--- src/rtl/ysyx_23060203_wbu_if.sv ---
// Handshake and result bundle of the write-back stage.
// master: the EXU/LSU side and the consumers of the commit outputs; slave: the WBU itself.
interface ysyx_23060203_wbu_if #(
  parameter int unsigned RF_ADDR_W = 5
);
  logic                 in_valid;
  logic                 in_ready;
  logic [RF_ADDR_W-1:0] in_rd;
  logic                 in_rd_wen;
  logic                 in_is_mem;
  logic [31:0]          in_val;
  logic [31:0]          in_dnpc;

  logic                 lsu_valid;
  logic                 lsu_ready;
  logic [31:0]          lsu_rdata;

  logic                 rf_wen;
  logic [RF_ADDR_W-1:0] rf_waddr;
  logic [31:0]          rf_wdata;

  logic                 commit_valid;
  logic [31:0]          commit_dnpc;
  logic [63:0]          instret;

  modport master (
    output in_valid, in_rd, in_rd_wen, in_is_mem, in_val, in_dnpc,
    output lsu_valid, lsu_rdata,
    input  in_ready, lsu_ready,
    input  rf_wen, rf_waddr, rf_wdata,
    input  commit_valid, commit_dnpc, instret
  );

  modport slave (
    input  in_valid, in_rd, in_rd_wen, in_is_mem, in_val, in_dnpc,
    input  lsu_valid, lsu_rdata,
    output in_ready, lsu_ready,
    output rf_wen, rf_waddr, rf_wdata,
    output commit_valid, commit_dnpc, instret
  );
endinterface

--- src/rtl/ysyx_23060203_wbu.sv ---
// Write-back stage: captures an EXU result (or waits for LSU load data), commits it to the
// register file for one cycle, signals the IFU and counts retired instructions.
module ysyx_23060203_wbu #(
  parameter int unsigned RF_ADDR_W = 5
) (
  input logic                   clock,
  input logic                   reset,
  ysyx_23060203_wbu_if.slave    bus
);

  typedef enum logic [1:0] {StIdle, StWaitMem, StCommit} state_e;

  state_e               state_q, state_d;
  logic [RF_ADDR_W-1:0] rd_q, rd_d;
  logic                 rd_wen_q, rd_wen_d;
  logic [31:0]          result_q, result_d;
  logic [31:0]          dnpc_q, dnpc_d;
  logic [63:0]          instret_q;

  // Handshake and commit flags are flopped from the next state so every output is a register.
  logic                 in_ready_q;
  logic                 lsu_ready_q;
  logic                 commit_q;
  logic                 rf_wen_q;

  logic                 accept;

  assign accept = bus.in_valid & in_ready_q;

  always_comb begin
    state_d  = state_q;
    rd_d     = rd_q;
    rd_wen_d = rd_wen_q;
    result_d = result_q;
    dnpc_d   = dnpc_q;
    unique case (state_q)
      StWaitMem: begin
        if (bus.lsu_valid) begin
          result_d = bus.lsu_rdata;
          state_d  = StCommit;
        end
      end
      StIdle, StCommit: begin
        state_d = StIdle;
        if (accept) begin
          rd_d     = bus.in_rd;
          rd_wen_d = bus.in_rd_wen;
          result_d = bus.in_val;
          dnpc_d   = bus.in_dnpc;
          state_d  = bus.in_is_mem ? StWaitMem : StCommit;
        end
      end
      default: state_d = StIdle;
    endcase
  end

  always_ff @(posedge clock or negedge reset) begin
    if (!reset) begin
      state_q     <= StIdle;
      rd_q        <= '0;
      rd_wen_q    <= 1'b0;
      result_q    <= '0;
      dnpc_q      <= '0;
      instret_q   <= '0;
      in_ready_q  <= 1'b1;
      lsu_ready_q <= 1'b0;
      commit_q    <= 1'b0;
      rf_wen_q    <= 1'b0;
    end else begin
      state_q     <= state_d;
      rd_q        <= rd_d;
      rd_wen_q    <= rd_wen_d;
      result_q    <= result_d;
      dnpc_q      <= dnpc_d;
      in_ready_q  <= (state_d != StWaitMem);
      lsu_ready_q <= (state_d == StWaitMem);
      commit_q    <= (state_d == StCommit);
      // x0 is hardwired to zero, so its writes never reach the register file.
      rf_wen_q    <= (state_d == StCommit) & rd_wen_d & (rd_d != '0);
      if (commit_q) begin
        instret_q <= instret_q + 64'd1;
      end
    end
  end

  assign bus.in_ready     = in_ready_q;
  assign bus.lsu_ready    = lsu_ready_q;
  assign bus.rf_wen       = rf_wen_q;
  assign bus.rf_waddr     = rd_q;
  assign bus.rf_wdata     = result_q;
  assign bus.commit_valid = commit_q;
  assign bus.commit_dnpc  = dnpc_q;
  assign bus.instret      = instret_q;

endmodule

--- src/flat_wrapper.sv ---
// flat-port wrapper written by rule: the top's interface ports become plain ports
module ysyx_23060203_wbu_flat 
#(
  parameter int unsigned RF_ADDR_W = 5
)
  (clock, reset, bus_in_valid, bus_in_rd, bus_in_rd_wen, bus_in_is_mem, bus_in_val, bus_in_dnpc, bus_lsu_valid, bus_lsu_rdata, bus_in_ready, bus_lsu_ready, bus_rf_wen, bus_rf_waddr, bus_rf_wdata, bus_commit_valid, bus_commit_dnpc, bus_instret);
  ysyx_23060203_wbu_if #(.RF_ADDR_W(RF_ADDR_W)) bus_i ();
  input logic clock;
  input logic reset;
  input wire logic [$bits(bus_i.in_valid)-1:0] bus_in_valid;
  input wire logic [$bits(bus_i.in_rd)-1:0] bus_in_rd;
  input wire logic [$bits(bus_i.in_rd_wen)-1:0] bus_in_rd_wen;
  input wire logic [$bits(bus_i.in_is_mem)-1:0] bus_in_is_mem;
  input wire logic [$bits(bus_i.in_val)-1:0] bus_in_val;
  input wire logic [$bits(bus_i.in_dnpc)-1:0] bus_in_dnpc;
  input wire logic [$bits(bus_i.lsu_valid)-1:0] bus_lsu_valid;
  input wire logic [$bits(bus_i.lsu_rdata)-1:0] bus_lsu_rdata;
  output wire logic [$bits(bus_i.in_ready)-1:0] bus_in_ready;
  output wire logic [$bits(bus_i.lsu_ready)-1:0] bus_lsu_ready;
  output wire logic [$bits(bus_i.rf_wen)-1:0] bus_rf_wen;
  output wire logic [$bits(bus_i.rf_waddr)-1:0] bus_rf_waddr;
  output wire logic [$bits(bus_i.rf_wdata)-1:0] bus_rf_wdata;
  output wire logic [$bits(bus_i.commit_valid)-1:0] bus_commit_valid;
  output wire logic [$bits(bus_i.commit_dnpc)-1:0] bus_commit_dnpc;
  output wire logic [$bits(bus_i.instret)-1:0] bus_instret;
  assign bus_i.in_valid = bus_in_valid;
  assign bus_i.in_rd = bus_in_rd;
  assign bus_i.in_rd_wen = bus_in_rd_wen;
  assign bus_i.in_is_mem = bus_in_is_mem;
  assign bus_i.in_val = bus_in_val;
  assign bus_i.in_dnpc = bus_in_dnpc;
  assign bus_i.lsu_valid = bus_lsu_valid;
  assign bus_i.lsu_rdata = bus_lsu_rdata;
  assign bus_in_ready = bus_i.in_ready;
  assign bus_lsu_ready = bus_i.lsu_ready;
  assign bus_rf_wen = bus_i.rf_wen;
  assign bus_rf_waddr = bus_i.rf_waddr;
  assign bus_rf_wdata = bus_i.rf_wdata;
  assign bus_commit_valid = bus_i.commit_valid;
  assign bus_commit_dnpc = bus_i.commit_dnpc;
  assign bus_instret = bus_i.instret;
  ysyx_23060203_wbu #(.RF_ADDR_W(RF_ADDR_W)) u_core (.clock(clock), .reset(reset), .bus(bus_i));
endmodule
--- config.mk ---
export PLATFORM = sky130hd
export DESIGN_NAME = ysyx_23060203_wbu_flat
export DESIGN_NICKNAME = d
export VERILOG_FILES = /design/src/rtl/ysyx_23060203_wbu_if.sv /design/src/rtl/ysyx_23060203_wbu.sv /design/src/flat_wrapper.sv
export SDC_FILE = /design/constraint.sdc
export NUM_CORES = 1
export LEC_CHECK = 0
export ABC_AREA = 1
export BUFFER_PORTS_ARGS = -buffer_cell sky130_fd_sc_hd__buf_2
export CORE_ASPECT_RATIO = 0.8
export CORE_UTILIZATION = 54
export DETAILED_ROUTE_END_ITERATION = 8
export PLACE_DENSITY = 0.85
export SLEW_MARGIN = 20
export SYNTH_ARGS = -nofsm -noshare
export SYNTH_HDL_FRONTEND = slang
export SYNTH_SLANG_ARGS = --single-unit
--- constraint.sdc ---
create_clock -name clock -period 4.81 [get_ports clock]
set_clock_uncertainty 0.1 [all_clocks]
set_input_delay 0.962 -clock clock [delete_from_list [all_inputs] [get_ports clock]]
set_output_delay 0.962 -clock clock [all_outputs]
set_load 0.02 [all_outputs]
==> results of run 1 <==
-- power breakdown --
part / internal, W / switching (W) / leakage [nW]
Combinational: 0.000310 / 0.000629 / 2.49
Sequential: 0.00139 / 0.000150 / 1.79
Clock: 0.000827 / 0.000531 / 0.300
Total: 0.00253 / 0.00131 / 4.58
-- state kept, by name (all words and copies together), names as in the netlist, 2 cells and up --
| name | count |
|---|---|
| u_core.bus.rf_waddr | 5 |
| u_core.bus.rf_wdata | 32 |
| u_core.state_q | 2 |
| u_core.bus.commit_dnpc | 32 |
| u_core.bus.instret | 64 |
-- worst min-delay path by stage --
| stage | startpoint | to | slack, ns |
|---|---|---|---|
| finish | reset | u_core.bus.instret[16]$_DFFE_PN0P_ | 0.31 |
| detailed placement | u_core.bus.commit_dnpc[0]$_DFFE_PN0P_ | u_core.bus.commit_dnpc[0]$_DFFE_PN0P_ | 0.36 |
| CTS | u_core.bus.commit_dnpc[0]$_DFFE_PN0P_ | u_core.bus.commit_dnpc[0]$_DFFE_PN0P_ | 0.38 |
| global route | reset | u_core.bus.rf_wdata[7]$_DFFE_PN0P_ | 0.31 |
| global placement | u_core.bus.commit_dnpc[0]$_DFFE_PN0P_ | u_core.bus.commit_dnpc[0]$_DFFE_PN0P_ | 0.36 |
| floorplan | u_core.rd_wen_q$_DFF_PN0_ | u_core.rd_wen_q$_DFF_PN0_ | 0.34 |
-- layout by cell type, fill, tap and decap left out --
| master | instances |
|---|---|
| nand2_1 | 336 |
| buf_2 | 242 |
| dfrtp_1 | 139 |
| nor2_1 | 118 |
| inv_1 | 64 |
| nand3_1 | 37 |
| a31oi_1 | 32 |
| xor2_1 | 30 |
| nand4_1 | 24 |
| xnor2_1 | 17 |
| clkbuf_16 | 17 |
| nor3_1 | 15 |
| nor2_2 | 14 |
| o21ai_0 | 5 |
| nand2_2 | 5 |
| clkinv_4 | 5 |
| inv_6 | 5 |
| inv_2 | 3 |
| nor2_4 | 3 |
| nand3b_1 | 3 |
| bufinv_16 | 3 |
| buf_4 | 3 |
| diode_2 | 1 |
| nand3_2 | 1 |
| a21oi_1 | 1 |
| nor4_1 | 1 |
| ha_1 | 1 |
| clkbuf_1 | 1 |
| clkinv_2 | 1 |
| buf_6 | 1 |
| buf_16 | 1 |
| dfstp_2 | 1 |
-- layer usage --
layer	wire length, µm	vias up	track usage [%]	share of wire [%]
met5	0	-	0	0
met4	318	0	11.0	1.7
met3	1390	34	6.80	7.4
met2	9570	268	51.6	51
met1	7610	3084	38.6	40
li1	-	3236	-	-
-- kinds of logic after synthesis --
logic type / after synthesis / synth area share (%)
adders and majority gates: 1 / 0.183
buffers and inverters: 89 / 5.23
DFF: 140 / 51.4
and+or+nand+nor: 557 / 33.8
xor gates and xnor gates: 47 / 6.04
AOI/OAI and AO/OA: 38 / 3.38
-- through the flow --
stage	utilization [%]	instances	hold slack (ns)	instance area [µm²]
after detailed placement	66.7	1267	0.361	8180
after CTS	71.7	1299	0.378	8790
after global routing	72.0	1301	0.310	8820
after global placement	66.7	1267	0.357	8180
after floorplan	-	872	0.345	6820
final	72.0	1301	0.307	8820
-- final cells by class --
| class | count | area, µm² | share of cell area [%] |
|---|---|---|---|
| Antenna cell | 1 | 2.50 | 0.0284 |
| Clock buffer | 18 | 429 | 4.87 |
| Clock inverter | 14 | 183 | 2.07 |
| Inverter | 67 | 251 | 2.85 |
| Multi-Input combinational cell | 643 | 2960 | 33.6 |
| Sequential cell | 140 | 3500 | 39.7 |
| Tap cell | 171 | 214 | 2.43 |
| Timing Repair Buffer | 247 | 1270 | 14.4 |
==> metrics.md, run 1 <==
| Metric | Value |
|---|---|
| Status | finished, final reports clean |
| Initial DRC Count | 571 |
| PostCTS Resize Cnt | 0 |
| 1st-pass router iterations | 6 |
| Worst Path Arrival | 2.74 ns |
| CTS buffer count | 17 |
| Syn nets | 980 |
| Final hold vios | 0 |
| Max-capacitance violation count | 0 |
| Top delay family on crit path | simple AND/OR/NAND/NOR gates |
| FP Rows | 36 |
| Post-Syn Area | 6820 µm² |
| Synthesized area per cell | 7.82 µm² |
| Slack of the worst reg-to-reg path | 2.29 ns |
| Critical Path Stages | 6 |
| Final WL | between 15000 and 20000 µm |
| Main synth FF type | dfrtp_1 |
| EDFF count, synth | 0 |
| Post-route ant nets | 0 |
| Hold Buf Count CTS | 0 |
| FMAX | 0.397 GHz |
| Gp weighted congestion | around 0.95 |
| Initial antenna violation count | 1 |
| Clock Latency Late Sink | just over 0.4 ns |
| Die W | 128 µm |
| Top cells by area, synth | dfrtp_1 (51%), nand2_1 (19%), nor2_1 (6.5%) |
| Vias in the first global route | 6209 |
| Min-delay worst type | input port to async pin |
| Min Clock Period, post-route | 2.52 ns |
| Crit path max fanout | between 60 and 70 |
| DP HPWL | ~14000 µm |
| GRT Total Usage | 30.3% |
| Critical path's largest stage delay | 0.79 ns |
| Most numerous cell in the Yosys netlist | nand2_1 |
| CP endpoint | u_core.bus.rf_wdata[0]$_DFFE_PN0P_ |
| Clock Tree Buf Depth | 2 |
| Share of cells above drive strength 1 | between 20% and 30% |
| Nets | roughly 1200 |
| Req. time, crit path | 5.04 ns |
| Via count | around 6600 |
| Setup violators final | 0 |
| Cell Chain, Critical Path | inv_2 -> nand3_2 -> buf_4 -> nand2_2 -> nor2_1 -> a31oi_1 |
| Worst Reg2Reg Path Length in Cells | 6 |
| #FFs+latches synth | 140 |
| Clock Root Buffer | clkbuf_16 |
| R2r endpoint | u_core.bus.rf_wdata[0]$_DFFE_PN0P_ |
| # Post-CTS Setup Buffers | 0 |
| Worst slew pin tran | 1.01 ns |
| Routed length per placed instance | between 10 and 15 µm |
| IO Count | 244 |
| Gate Count Post-Synth | 872 |
| Die footprint | 13100 µm² |
| Slew margin rel. | about 33% |
| Yosys cell types | 25 |
| Most frequent cells after synthesis | nand2_1 (337), dfrtp_1 (139), nor2_1 (118), inv_1 (65), nand3_1 (37) |
| Die Ht | 103 µm |
| Peak supply drop | 0.305 mV |
| Dpl ws | 1.79 ns |
| Critical setup path kind | flop to flop |
| CP startpoint kind | flop |
| Fin. max-slew vios | 0 |
| Warnings, synthesis | 0 |
| Post-route DRC | 0 |
| Final Power | 0.00384 W |
| Clock transition at path regs | 0.07 ns |
| TritonCTS Sinks | 140 |
| Remaining global-route overflow | 0 |
| Reg2reg start | u_core.state_q[0]$_DFF_PN0_ |
| Area Growth Syn to Fin | 29.3% |
| Core ar. | 12300 µm² |
| Port bufs | approximately 240 |
| Crit path from | u_core.state_q[0]$_DFF_PN0_ |
| RSZ-0062 raised after global routing | false |
| Largest area contributor in the netlist | dfrtp_1 |
| Initial core utilization | 55.7% |
| Fraction of registers with async set/reset | 100% |
| Seq/Total Area, Yosys | 51.4% |
| First-pass GRT wire length | 30400 µm |
| CTS tree | done |
| Setup crit end kind | flop |
| H-tree levels | 4 |
| Buf+Inv Stages, Crit Path | 2 |
| Leak | 4.58 nW |
| Vias per cell | about 5.1 |
| CP max stage cell | nand2_2 |
| TNS Setup | 0 ns |
| Period Utilization, post-route | a little over half |
| Setup ws final | 2.29 ns |
| Top-area cell type share of the netlist area | 51.0% |
| Layout filler cell count | 1001 |
| PD cells | 436 nW/µm² |
| Largest net degree at the start of global routing | ~110 |
(Power assumes the default switching activity.)
==> inputs of run 2 (changes only) <==
ABC_AREA = 0   (was 1)
CORE_UTILIZATION = 49   (was 54)
PLACE_DENSITY = 0.8   (was 0.85)
clock period = 2.6 ns   (was 4.81 ns; I/O delays follow)
==> metrics.md, run 2 <==
| Metric | Value |
|---|---|
| Status | finished, final reports clean |
| Worst hold stages | 3 |
| Yosys cell types | 35 (+40%) |
| Core ar. | 11800 µm² (-3.9%) |
| Final Hold Slack | 0.186 ns (-0.121 ns) |
| Min Clock Period, post-route | 2.43 ns (-0.0909 ns) |
| Largest net degree at the start of global routing | 48 (-57%) |
| Global Route met3 Usage | 6.18% (-0.62 points) |
| Top-area cell type share of the netlist area | 57.4% (+6.4 points) |
| DP HPWL | 11600 µm (-17%) |
| TNS Setup | 0 ns (unchanged) |
| Worst slew pin tran | 0.690 ns (-0.318 ns) |
| PostCTS Resize Cnt | 0 (unchanged) |
| Setup crit end kind | flop |
| Routed length per placed instance | 15.6 µm (+7.8%) |
| Synthesized area per cell | 10.2 µm² (+30%) |
| Most frequent cells after synthesis | nand2_1 (141), dfrtp_1 (139), nor2_1 (51), a21oi_1 (36), xnor2_1 (33) |
| FMAX | 0.412 GHz (+3.7%) |
| TritonCTS Sinks | 140 (unchanged) |
| Post-route DRC | 0 (unchanged) |
| Clock Root Buffer | clkbuf_16 |
| Worst Reg2Reg Path Length in Cells | 6 (unchanged) |
| EDFF count, synth | 0 (unchanged) |
| Clock transition at path regs | 0.06 ns (about the same) |
| Setup violators final | 0 (unchanged) |
| Port bufs | 243 (unchanged) |
| Met2 Use GR | 43.6% (-8.0 points) |
| Hold Buf Count CTS | 1 (+1) |
| Main synth FF type | dfrtp_1 |
| H-tree levels | 4 (unchanged) |
| Top Usage Layer GRT | met2 |
| CP max stage cell | or4_4 |
| First-pass GRT wire length | 25400 µm (-17%) |
| #FFs+latches synth | 140 (unchanged) |
| FP Rows | 35 (-2.8%) |
| Die W | 126 µm (-1.0%) |
| Vias in the first global route | 5115 (-18%) |
| Largest area contributor in the netlist | dfrtp_1 |
| PD cells | 927 nW/µm² (+110%) |
| CTS buffer count | 17 (unchanged) |
| Crit path max fanout | 7 (-89%) |
| Leak | 4.32 nW (-5.7%) |
| Critical setup path kind | flop to flop |
| Max FFs per register | 64 (unchanged) |
| Remaining global-route overflow | 0 (unchanged) |
| Gp weighted congestion | 0.848 (-11%) |
| Peak supply drop | 0.543 mV (+78%) |
| Initial core utilization | 51.4% (-4.2 points) |
| Hold Path End | u_core.bus.commit_dnpc[25]$_DFFE_PN0P_ |
| Syn nets | 703 (-28%) |
| Worst Path Arrival | 2.63 ns (-0.11 ns) |
| Seq/Total Area, Yosys | 57.8% (+6.4 points) |
| Commonest non-fill, non-tap cells in the layout | buf_2 (242), nand2_1 (140), dfrtp_1 (138) |
| Fin. max-slew vios | 0 (unchanged) |
| R2r endpoint | u_core.bus.instret[30]$_DFFE_PN0P_ |
| Min-delay worst type | input port to flop |
| Slack of the worst reg-to-reg path | 0.17 ns (-2.12 ns) |
| Clock Tree Buf Depth | 2 (unchanged) |
| Final WL | 15800 µm (-17%) |
| Die Ht | 101 µm (-1.0%) |
| IO Count | 244 (unchanged) |
| Ant. Diodes | 0 (-1) |
| Nets | 955 (-22%) |
| Top cells by area, synth | dfrtp_1 (57%), nand2_1 (8.7%), mux2i_1 (5.3%) |
| CP startpoint kind | flop |
| Commonest non-fill, non-tap cell in the layout | buf_2 |
| Initial DRC Count | 285 (-50%) |
| Fraction of registers with async set/reset | 100% (unchanged) |
| Warnings, synthesis | 0 (unchanged) |
| Max-capacitance violation count | 0 (unchanged) |
| Final hold vios | 0 (unchanged) |
| Met1 track demand over resource | 31.6% (-7.0 points) |
| Period Utilization, post-route | 93.3% (+41 points) |
| Vias per cell | 5.22 (+2.5%) |
| Buf+Inv Stages, Crit Path | 0 (-2) |
| Cell Chain, Critical Path | ha_1 -> nand4_1 -> or4_4 -> nor4_4 -> nand4_1 -> xnor2_1 |
| # Post-CTS Setup Buffers | 0 (unchanged) |
| Reg2reg start | u_core.bus.instret[0]$_DFFE_PN0P_ |
| Gate Count Post-Synth | 595 (-32%) |
| RSZ-0062 raised after global routing | false |
| Slew margin rel. | 53.9% (+21 points) |
| Initial antenna violation count | 0 (-1) |
| Clock Latency Late Sink | 0.42 ns (about the same) |
| Post-route ant nets | 0 (unchanged) |
| Hold_sp | bus_in_dnpc[25] |
| Critical path's largest stage delay | 0.57 ns (-0.22 ns) |
| Area Growth Syn to Fin | 34.5% |
| Top delay family on crit path | simple AND/OR/NAND/NOR gates |
| Req. time, crit path | 2.80 ns (-2.24 ns) |
| Most numerous cell in the Yosys netlist | nand2_1 |
| Share of cells above drive strength 1 | 34.2% (+7.2 points) |
| Critical path's most frequent cell | nand4_1 |
| GRT Total Usage | 25.5% (-4.8 points) |
| Post-Syn Area | 6060 µm² (-11%) |
| CTS tree | done |
| 1st-pass router iterations | 5 (-1) |
| Via count | 5257 (-21%) |
| Die footprint | 12800 µm² (-2.0%) |
-- run 2: cell count changes after synthesis, sizes merged, moves of 6 or more --
cell / previous run / this run
nand2: 341 / 141
and4: 0 / 6
inv: 67 / 7
mux2i: 0 / 32
nor2: 135 / 51
a21oi: 1 / 36
a31oi: 32 / 0
and3: 0 / 11
nand3: 38 / 26
clkbuf: 8 / 14
buf: 14 / 6
nor4: 1 / 7
xnor2: 17 / 33
-- run 2: area by class of cell --
| cell class | count | area, µm² |
|---|---|---|
| Clock buffer | 23 | 498 |
| Clock inverter | 9 | 133 |
| Fill cell | 885 | 3630 |
| Inverter | 7 | 26.3 |
| Multi-Input combinational cell | 428 | 2460 |
| Sequential cell | 140 | 3510 |
| Tap cell | 148 | 185 |
| Timing Repair Buffer | 253 | 1350 |
-- run 2: report_power, final --
| group | total (W) | switching (W) | leakage, nW | internal [W] |
|---|---|---|---|---|
| logic | 0.00203 | 0.00133 | 2.23 | 0.000705 |
| registers | 0.00295 | 0.000302 | 1.78 | 0.00265 |
| clock network | 0.00257 | 0.000933 | 0.306 | 0.00164 |
-- run 2: worst max-delay path by stage --
| stage | cells past startpoint | to | slack (ns) | from |
|---|---|---|---|---|
| after detailed placement | 6 | u_core.bus.instret[30]$_DFFE_PN0P_ | 0.19 | u_core.bus.instret[0]$_DFFE_PN0P_ |
| final | 6 | u_core.bus.instret[30]$_DFFE_PN0P_ | 0.17 | u_core.bus.instret[0]$_DFFE_PN0P_ |
| after floorplan | 6 | u_core.bus.instret[30]$_DFFE_PN0P_ | 0.28 | u_core.bus.instret[0]$_DFFE_PN0P_ |
| after global routing | 6 | u_core.bus.instret[34]$_DFFE_PN0P_ | 0.03 | u_core.bus.instret[0]$_DFFE_PN0P_ |
| after global placement | 6 | u_core.bus.instret[34]$_DFFE_PN0P_ | 0.31 | u_core.bus.instret[0]$_DFFE_PN0P_ |
| after CTS | 6 | u_core.bus.instret[30]$_DFFE_PN0P_ | 0.17 | u_core.bus.instret[0]$_DFFE_PN0P_ |
-- run 2: cell families (layout without fill, tap and decap cells) --
family	count (synthesis)	after routing	share of synthesized area (%)
compound gates	39	39	3.30
xor+xnor	63	63	9.10
fa+ha+maj	1	1	0.206
buf+inv	27	292	1.69
flops	140	140	57.8
mux	33	33	5.47
simple gates	292	292	22.4
-- run 2: routing by layer --
layer | part of all wire, % | vias to the layer above
met5 | 0 | -
li1 | - | 2503
met4 | 1.2 | 0
met2 | 51 | 205
met1 | 41 | 2529
met3 | 7.0 | 20
-- run 2: per-stage QoR --
stage / instance area, µm² / cells / worst slack [ns] / util, % / power, W
4_1_cts: 8150 / 1008 / 0.171 / 69.2 / 0.00760
6_report: 8150 / 1008 / 0.175 / 69.2 / 0.00756
3_5_place_dp: 7510 / 975 / 0.191 / 63.8 / 0.00503
3_3_place_gp: 7510 / 975 / 0.309 / 63.8 / 0.00495
5_1_grt: 8150 / 1008 / 0.0295 / 69.2 / 0.00790
2_1_floorplan: 6060 / 595 / 0.277 / - / 0.00418
-- run 2: worst register-to-register path, cell delays in order (launching register included) --
cell	delay [ns]
dfrtp_1	0.46
ha_1	0.23
nand4_1	0.18
or4_4	0.57
nor4_4	0.44
nand4_1	0.18
xnor2_1	0.16
